`config.mk`:
```
export PLATFORM = sky130hd
export DESIGN_NAME = board_cursor_ctrl
export DESIGN_NICKNAME = d
export VERILOG_FILES = /design/src/rtl/chess_pkg.sv /design/src/rtl/btn_conditioner.sv /design/src/rtl/board_cursor_ctrl.sv
export SDC_FILE = /design/constraint.sdc
export NUM_CORES = 1
export LEC_CHECK = 0
export CORE_MARGIN = 2
export CORE_UTILIZATION = 30
export DETAILED_ROUTE_END_ITERATION = 10
export GPL_TIMING_DRIVEN = 0
export SETUP_SLACK_MARGIN = 0.15
export SLEW_MARGIN = 0
export SYNTH_ARGS = -nofsm -noshare
export SYNTH_HDL_FRONTEND = slang
export SYNTH_HIERARCHICAL = 1
export SYNTH_SLANG_ARGS = --single-unit
```
`constraint.sdc`:
```
create_clock -name CLK -period 6.4 [get_ports CLK]
set_clock_uncertainty 0.15 [all_clocks]
set_input_delay 0.96 -clock CLK [delete_from_list [all_inputs] [get_ports CLK]]
set_output_delay 0.96 -clock CLK [all_outputs]
set_load 0.02 [all_outputs]
```
`src/rtl/chess_pkg.sv`:
```
// Shared chess definitions for the player-input stage.
//   - Piece codes (3 bits) and colour encodings of a board nibble.
//   - Square address layout: 6 bits, {row[2:0], col[2:0]}.
//   - Cursor/selection FSM encoding.
//   - own_piece(): does square sq hold a piece of the side to move?
package chess_pkg;

    localparam int unsigned SQ_W  = 6;
    localparam int unsigned ROW_W = 3;
    localparam int unsigned COL_W = 3;

    typedef logic [SQ_W-1:0] sq_addr_t;

    typedef enum logic [2:0] {
        PIECE_NONE   = 3'd0,
        PIECE_PAWN   = 3'd1,
        PIECE_KNIGHT = 3'd2,
        PIECE_BISHOP = 3'd3,
        PIECE_ROOK   = 3'd4,
        PIECE_QUEEN  = 3'd5,
        PIECE_KING   = 3'd6
    } piece_e;

    localparam logic COLOR_WHITE = 1'b0;
    localparam logic COLOR_BLACK = 1'b1;

    typedef enum logic [1:0] {
        IDLE     = 2'd0,
        SELECTED = 2'd1,
        REQUEST  = 2'd2
    } fsm_e;

    function automatic logic [ROW_W-1:0] sq_row(input sq_addr_t sq);
        return sq[SQ_W-1:COL_W];
    endfunction

    function automatic logic [COL_W-1:0] sq_col(input sq_addr_t sq);
        return sq[COL_W-1:0];
    endfunction

    // Square n occupies BOARD[4n+3:4n]: [2:0] piece code, [3] colour.
    function automatic logic own_piece(input logic [255:0] board, input sq_addr_t sq,
                                       input logic turn);
        logic [3:0] nib;
        nib = board[{sq, 2'b00} +: 4];
        return (nib[2:0] != PIECE_NONE) && (nib[3] == turn);
    endfunction

endpackage

```
`src/rtl/btn_conditioner.sv`:
```
// Raw push-button conditioner.
//   clk    : system clock
//   rst_n  : asynchronous active-low reset
//   raw    : raw asynchronous button level, active-high
//   pulse  : registered one-cycle pulse on each accepted press
// A 2-flop synchronizer feeds a debounce counter; the debounced level only
// follows the synchronized level after DEBOUNCE_CYCLES consecutive
// disagreeing cycles. Only rising edges of the debounced level pulse.
module btn_conditioner #(
    parameter int unsigned DEBOUNCE_CYCLES = 250000
) (
    input  logic clk,
    input  logic rst_n,
    input  logic raw,
    output logic pulse
);

    localparam int unsigned CNT_W = (DEBOUNCE_CYCLES > 1) ? $clog2(DEBOUNCE_CYCLES) : 1;
    localparam logic [CNT_W-1:0] CNT_MAX = CNT_W'(DEBOUNCE_CYCLES - 1);

    logic             sync1_q;
    logic             sync2_q;
    logic [CNT_W-1:0] cnt_q;
    logic             stable_q;
    logic             stable_dly_q;
    logic             pulse_q;

    always_ff @(posedge clk or negedge rst_n) begin
        if (!rst_n) begin
            sync1_q      <= 1'b0;
            sync2_q      <= 1'b0;
            cnt_q        <= '0;
            stable_q     <= 1'b0;
            stable_dly_q <= 1'b0;
            pulse_q      <= 1'b0;
        end else begin
            sync1_q <= raw;
            sync2_q <= sync1_q;
            if (sync2_q == stable_q) begin
                cnt_q <= '0;
            end else if (cnt_q == CNT_MAX) begin
                // Held different long enough: accept the new level.
                stable_q <= sync2_q;
                cnt_q    <= '0;
            end else begin
                cnt_q <= cnt_q + 1'b1;
            end
            stable_dly_q <= stable_q;
            pulse_q      <= stable_q & ~stable_dly_q;
        end
    end

    assign pulse = pulse_q;

endmodule

```
`src/rtl/board_cursor_ctrl.sv`:
```
// Player-input stage in front of the VGA board renderer.
//   CLK, RESET           : clock, asynchronous active-low reset
//   BTN_*                : raw active-high push-buttons
//   BOARD, TURN          : board contents and side to move (sampled on CENTER)
//   MOVE_ACK, MOVE_OK    : handshake response from game logic
//   CURSOR_ADDR          : {row,col} of cursor
//   SELECT_ADDR/EN       : selected square for the renderer
//   MOVE_REQ/FROM/TO     : move request to game logic
// Buttons are conditioned into single pulses; one pulse per cycle is acted
// on with priority CENTER > UP > DOWN > LEFT > RIGHT.
module board_cursor_ctrl
    import chess_pkg::*;
#(
    parameter int unsigned DEBOUNCE_CYCLES = 250000,
    parameter logic [5:0]  START_ADDR      = 6'd52
) (
    input  logic         CLK,
    input  logic         RESET,
    input  logic         BTN_UP,
    input  logic         BTN_DOWN,
    input  logic         BTN_LEFT,
    input  logic         BTN_RIGHT,
    input  logic         BTN_CENTER,
    input  logic [255:0] BOARD,
    input  logic         TURN,
    input  logic         MOVE_ACK,
    input  logic         MOVE_OK,
    output logic [5:0]   CURSOR_ADDR,
    output logic [5:0]   SELECT_ADDR,
    output logic         SELECT_EN,
    output logic         MOVE_REQ,
    output logic [5:0]   MOVE_FROM,
    output logic [5:0]   MOVE_TO
);

    logic pulse_up;
    logic pulse_down;
    logic pulse_left;
    logic pulse_right;
    logic pulse_center;

    btn_conditioner #(.DEBOUNCE_CYCLES(DEBOUNCE_CYCLES)) u_btn_up (
        .clk   (CLK),
        .rst_n (RESET),
        .raw   (BTN_UP),
        .pulse (pulse_up)
    );

    btn_conditioner #(.DEBOUNCE_CYCLES(DEBOUNCE_CYCLES)) u_btn_down (
        .clk   (CLK),
        .rst_n (RESET),
        .raw   (BTN_DOWN),
        .pulse (pulse_down)
    );

    btn_conditioner #(.DEBOUNCE_CYCLES(DEBOUNCE_CYCLES)) u_btn_left (
        .clk   (CLK),
        .rst_n (RESET),
        .raw   (BTN_LEFT),
        .pulse (pulse_left)
    );

    btn_conditioner #(.DEBOUNCE_CYCLES(DEBOUNCE_CYCLES)) u_btn_right (
        .clk   (CLK),
        .rst_n (RESET),
        .raw   (BTN_RIGHT),
        .pulse (pulse_right)
    );

    btn_conditioner #(.DEBOUNCE_CYCLES(DEBOUNCE_CYCLES)) u_btn_center (
        .clk   (CLK),
        .rst_n (RESET),
        .raw   (BTN_CENTER),
        .pulse (pulse_center)
    );

    fsm_e     state_q;
    sq_addr_t cursor_q;
    sq_addr_t sel_addr_q;
    logic     sel_en_q;
    logic     req_q;
    sq_addr_t from_q;
    sq_addr_t to_q;

    logic [ROW_W-1:0] cur_row;
    logic [COL_W-1:0] cur_col;
    sq_addr_t         cursor_moved;
    logic             own_here;

    // Next cursor from direction pulses; row/col wrap modulo 8 by width.
    always_comb begin
        cur_row      = sq_row(cursor_q);
        cur_col      = sq_col(cursor_q);
        cursor_moved = cursor_q;
        if (pulse_up) begin
            cursor_moved = {cur_row - 3'd1, cur_col};
        end else if (pulse_down) begin
            cursor_moved = {cur_row + 3'd1, cur_col};
        end else if (pulse_left) begin
            cursor_moved = {cur_row, cur_col - 3'd1};
        end else if (pulse_right) begin
            cursor_moved = {cur_row, cur_col + 3'd1};
        end
    end

    assign own_here = own_piece(BOARD, cursor_q, TURN);

    always_ff @(posedge CLK or negedge RESET) begin
        if (!RESET) begin
            state_q    <= IDLE;
            cursor_q   <= START_ADDR;
            sel_addr_q <= '0;
            sel_en_q   <= 1'b0;
            req_q      <= 1'b0;
            from_q     <= '0;
            to_q       <= '0;
        end else begin
            case (state_q)
                IDLE: begin
                    if (pulse_center) begin
                        if (own_here) begin
                            sel_addr_q <= cursor_q;
                            sel_en_q   <= 1'b1;
                            state_q    <= SELECTED;
                        end
                    end else begin
                        cursor_q <= cursor_moved;
                    end
                end
                SELECTED: begin
                    if (pulse_center) begin
                        if (cursor_q == sel_addr_q) begin
                            sel_en_q <= 1'b0;
                            state_q  <= IDLE;
                        end else if (own_here) begin
                            sel_addr_q <= cursor_q;
                        end else begin
                            from_q  <= sel_addr_q;
                            to_q    <= cursor_q;
                            req_q   <= 1'b1;
                            state_q <= REQUEST;
                        end
                    end else begin
                        cursor_q <= cursor_moved;
                    end
                end
                REQUEST: begin
                    // Cursor frozen and all pulses dropped until the ack.
                    if (MOVE_ACK) begin
                        req_q <= 1'b0;
                        if (MOVE_OK) begin
                            sel_en_q <= 1'b0;
                            state_q  <= IDLE;
                        end else begin
                            state_q <= SELECTED;
                        end
                    end
                end
                default: begin
                    state_q <= IDLE;
                end
            endcase
        end
    end

    assign CURSOR_ADDR = cursor_q;
    assign SELECT_ADDR = sel_addr_q;
    assign SELECT_EN   = sel_en_q;
    assign MOVE_REQ    = req_q;
    assign MOVE_FROM   = from_q;
    assign MOVE_TO     = to_q;

endmodule

```
==> reports/summary.md <==
Status
• **outcome** finished clean

Routing
• **average via count per standard cell** 5.044
• **Routed Antenna Nets** 0
• **iteration-0 DRC count of the detailed router** 451
• **number of search-and-repair iterations in the first detailed-routing pass** 5
• **Routed WL per cell** 18.41 µm
• **post-detailed-route DRC marker count** 0
• **detailed-route via count** 7919
• **total wire length after detailed routing** 28.91 mm

Clock network
• **Post-CTS Repair Setup Buffers** 0
• **number of gates resized after cts** 0
• **CTS Buf Count** 17
• **maximum number of buffers from clock root to sink** 2
• **number of clock sinks** 143
• **register clock-pin slew on the reported worst setup and hold paths** 0.06 ns
• **Clock Root Buffer** sky130_fd_sc_hd__clkbuf_16
• **insertion delay of the later-clocked pin in the worst-skew pair** 0.41 ns
• **quantity of hold-fixing buffers added after cts** 0
• **depth of the CTS H-tree** 4
• **TritonCTS clock tree** yes

Timing
• **Least-Margin Pin Slew** 0.9173 ns
• **final count of pins violating max slew** 0
• **final cycle utilization of the critical path** 0.6387
• **highest clock rate** 244.6 MHz
• **relative slew slack** 0.3885
• **final critical path time including I/O delays and setup** 4.088 ns
• **final hold viol count** 0
• **setup repair after global routing missed its margin** no
• **Final Setup Violations** 0

Synthesis
• **flip-flop and latch count after synthesis** 143
• **Net Count, Synth** 1138
• **gate count after technology mapping** 860
• **Avg Cell Area, Syn** 10.21 µm²
• **cell accounting for the most synthesized area** sky130_fd_sc_hd__dfrtp_1
• **top flip-flop cell by instance count after synthesis** sky130_fd_sc_hd__dfrtp_1
• **number of enable-type register cells in the synthesized netlist** 0
• **largest cells by area after synthesis** sky130_fd_sc_hd__dfrtp_1 40%, sky130_fd_sc_hd__mux4_2 7.2%, sky130_fd_sc_hd__nor2_1 4.8%
• **Yosys top cell area share** 0.3990
• **Netlist Area Pre-Place** 8780 µm²
• **count of different cell masters after synthesis** 71
• **fraction of the yosys area taken by sequential cells** 0.4080
• **Async SR Flop Fraction** 1.000
• **yosys warns** 6

Floorplan
• **die width** 175.1 µm
• **effective utilization at floorplan** 0.3051
• **ports placed on the boundary** 292
• **die extent in y** 175.1 µm
• **standard cell core area** 28780 µm²
• **row count** 62
• **Die Outline Area** 30650 µm²

Power
• **LEAKAGE** 5.059 nW
• **Psw** 493.9 µW
• **Max rail drop VDD** 0.1982 mV
• **Seq pwr share** 0.407
• **P per Cell Area** 179.8 nW/µm²
• **total power of the final layout** 2.307 mW
• **Pint** 1.813 mW
• **Combinational Power Share** 0.149
• **clock share of power** 0.444
• **Sw Share** 0.2141

Hold path
• **Worst Hold Endpoint** u_btn_down/sync2_q
• **Hold Startpoint** u_btn_down/sync1_q
• **Worst Hold Path Cells** 0
• **kind of path behind the tightest hold check** reg -> reg

Setup path
• **reg-to-reg slack, setup** 2.31 ns
• **Reg2Reg Launch Point** CURSOR_ADDR[1]
• **Req. time, crit path** 6.51 ns
• **Crit Reg-Reg Endpoint** MOVE_TO[1]
• **Worst EP arrival** 4.20 ns
• **Max FO, Critical Path** 10
• **path type of the worst setup path** reg -> reg
• **kind of capture point of the worst setup path** register
• **launching element type of the critical path** register
• **reg2reg path depth** 11

Place
• **Detailed Place HPWL** 22.90 mm
• **post-placement cell count** 1536
• **Port Buffers** 291
• **weighted congestion reported at the end of routability-driven placement** 0.8449

Final layout
• **sequential cell area in the final layout** 3582 µm²
• **number of fill cells in the layout** 2791
• **post-route insts no fill** 1570
• **combined area of the multi-input logic cells** 4882 µm²
• **layout net count** 1449
• **share of cells above drive strength 1** 0.1132
• **area added between synthesis and finish** 46.15%

Global routing
• **overall overflow remaining after global route** 0
• **global-route usage over all layers** 0.1880
• **first-pass GRT wire length** 44.86 mm
• **via count of the first global-routing pass** 8218
• **number of antenna violations at the first check in global routing** 2
• **largest net degree at the start of global routing** 76

Run
• **number of maximum-capacitance constraint violations** 0

routing by layer:
metal | vias to the layer above | share of wire | track usage
li1 | 3830 | - | -
met1 | 3824 | 0.40 | 0.2185
met2 | 230 | 0.52 | 0.3465
met3 | 35 | 0.053 | 0.03460
met4 | 0 | 0.023 | 0.06250
met5 | - | 0 | 0
synthesized netlist by cell type (4+ instances only):
cell	count
sky130_fd_sc_hd__a2111oi_0	5
sky130_fd_sc_hd__a211oi_1	4
sky130_fd_sc_hd__a21oi_1	35
sky130_fd_sc_hd__a22oi_1	5
sky130_fd_sc_hd__a41oi_1	5
sky130_fd_sc_hd__and3_1	10
sky130_fd_sc_hd__and4_1	14
sky130_fd_sc_hd__and4_2	4
sky130_fd_sc_hd__buf_2	9
sky130_fd_sc_hd__buf_6	10
sky130_fd_sc_hd__clkbuf_1	10
sky130_fd_sc_hd__dfrtp_1	140
sky130_fd_sc_hd__ha_1	11
sky130_fd_sc_hd__inv_1	16
sky130_fd_sc_hd__mux2_2	14
sky130_fd_sc_hd__mux2_4	6
sky130_fd_sc_hd__mux2i_1	25
sky130_fd_sc_hd__mux4_2	28
sky130_fd_sc_hd__nand2_1	56
sky130_fd_sc_hd__nand2b_1	5
sky130_fd_sc_hd__nand3_1	42
sky130_fd_sc_hd__nand3b_1	5
sky130_fd_sc_hd__nand4_1	19
sky130_fd_sc_hd__nor2_1	113
sky130_fd_sc_hd__nor2b_1	9
sky130_fd_sc_hd__nor3_1	26
sky130_fd_sc_hd__nor4_1	22
sky130_fd_sc_hd__o21ai_0	22
sky130_fd_sc_hd__o311ai_0	7
sky130_fd_sc_hd__o31ai_1	17
sky130_fd_sc_hd__o41ai_4	4
sky130_fd_sc_hd__or3_1	15
sky130_fd_sc_hd__or4_1	13
sky130_fd_sc_hd__xnor2_1	32
sky130_fd_sc_hd__xor2_1	40
critical path, stage by stage (launching register included):
cell                       delay, ns
sky130_fd_sc_hd__dfrtp_1        0.34
sky130_fd_sc_hd__buf_2          0.21
sky130_fd_sc_hd__clkbuf_1       0.47
sky130_fd_sc_hd__clkbuf_1       0.60
sky130_fd_sc_hd__o311ai_0       0.36
sky130_fd_sc_hd__o31ai_1        0.14
sky130_fd_sc_hd__o21ai_0        0.16
sky130_fd_sc_hd__a41oi_1        0.23
sky130_fd_sc_hd__o211ai_1       0.20
sky130_fd_sc_hd__a32oi_2        0.65
sky130_fd_sc_hd__buf_2          0.32
sky130_fd_sc_hd__o21ai_1        0.08
power groups by stage:
stage / logic, mW / clock network, mW / registers (mW)
floorplan: 0.114 / 0 / 0.958
global placement: 0.341 / 0 / 0.954
detailed placement: 0.345 / 0 / 0.955
CTS: 0.347 / 1.06 / 0.939
global route: 0.371 / 1.10 / 0.941
finish: 0.343 / 1.03 / 0.939
sequential cells by signal, summed over array words and instances (netlist names), 2 cells and up:
name / flops
CURSOR_ADDR: 6
u_btn_left/cnt_q: 18
u_btn_center/cnt_q: 18
u_btn_right/cnt_q: 18
MOVE_FROM: 6
state_q: 2
MOVE_TO: 6
u_btn_up/cnt_q: 18
SELECT_ADDR: 6
u_btn_down/cnt_q: 18
placed cells by master, fill, tap and decap left out, types with 14 or more instances in the layout:
cell	Yosys	layout
sky130_fd_sc_hd__inv_1	16	16
sky130_fd_sc_hd__mux2_2	14	14
sky130_fd_sc_hd__nand3_1	42	42
sky130_fd_sc_hd__mux4_2	28	28
sky130_fd_sc_hd__nor2_1	113	113
sky130_fd_sc_hd__clkbuf_16	0	17
sky130_fd_sc_hd__nor3_1	26	26
sky130_fd_sc_hd__dfrtp_1	140	140
sky130_fd_sc_hd__a21oi_1	35	35
sky130_fd_sc_hd__or3_1	15	15
sky130_fd_sc_hd__nor4_1	22	22
sky130_fd_sc_hd__nand4_1	19	19
sky130_fd_sc_hd__mux2i_1	25	25
sky130_fd_sc_hd__and4_1	14	14
sky130_fd_sc_hd__clkdlybuf4s50_1	0	290
sky130_fd_sc_hd__xnor2_1	32	32
sky130_fd_sc_hd__o31ai_1	17	17
sky130_fd_sc_hd__xor2_1	40	40
sky130_fd_sc_hd__nand2_1	56	56
sky130_fd_sc_hd__o21ai_0	22	22
logic make-up after synthesis:
kind of cell	Yosys count	synth area share
compound gates	130	0.1117
xor+xnor	72	0.07183
fa+ha+maj	12	0.01796
buf+inv	55	0.03591
flops	143	0.4080
mux	73	0.1285
simple gates	375	0.2260
worst max-delay path by stage:
stage | from | to | depth (start not counted)
2_1_floorplan | BOARD[151] | SELECT_ADDR[0] | 9
3_3_place_gp | RESET | SELECT_ADDR[2] | 1
3_5_place_dp | BOARD[155] | MOVE_TO[1] | 10
4_1_cts | CURSOR_ADDR[1] | MOVE_TO[1] | 10
5_1_grt | CURSOR_ADDR[1] | MOVE_TO[3] | 12
6_report | CURSOR_ADDR[1] | MOVE_TO[1] | 11
through the flow:
step | hold slack [ns] | setup WS, ns | setup TNS [ns] | util | cell area [µm²]
2_1_floorplan | 0.1812 | 2.989 | 0 | - | 8780
3_3_place_gp | 0.1846 | -1.791 | -249.15 | 0.4230 | 12170
3_5_place_dp | 0.1847 | 2.133 | 0 | 0.4240 | 12200
4_1_cts | 0.1978 | 2.282 | 0 | 0.4457 | 12830
5_1_grt | 0.2047 | 2.088 | 0 | 0.4458 | 12830
6_report | 0.1956 | 2.312 | 0 | 0.4458 | 12830
area by class of cell:
| cell class | count | share of cell area |
|---|---|---|
| multi-input combinational | 662 | 0.3805 |
| sequential | 143 | 0.2792 |
| timing repair buffer | 292 | 0.2293 |
| clock buffer | 26 | 0.04047 |
| tap | 384 | 0.03745 |
| buffer | 35 | 0.01872 |
| clock inverter | 6 | 0.008191 |
| inverter | 20 | 0.005851 |
| antenna | 2 | 0.0003901 |
No activity file was read; power rests on OpenSTA's default activity.
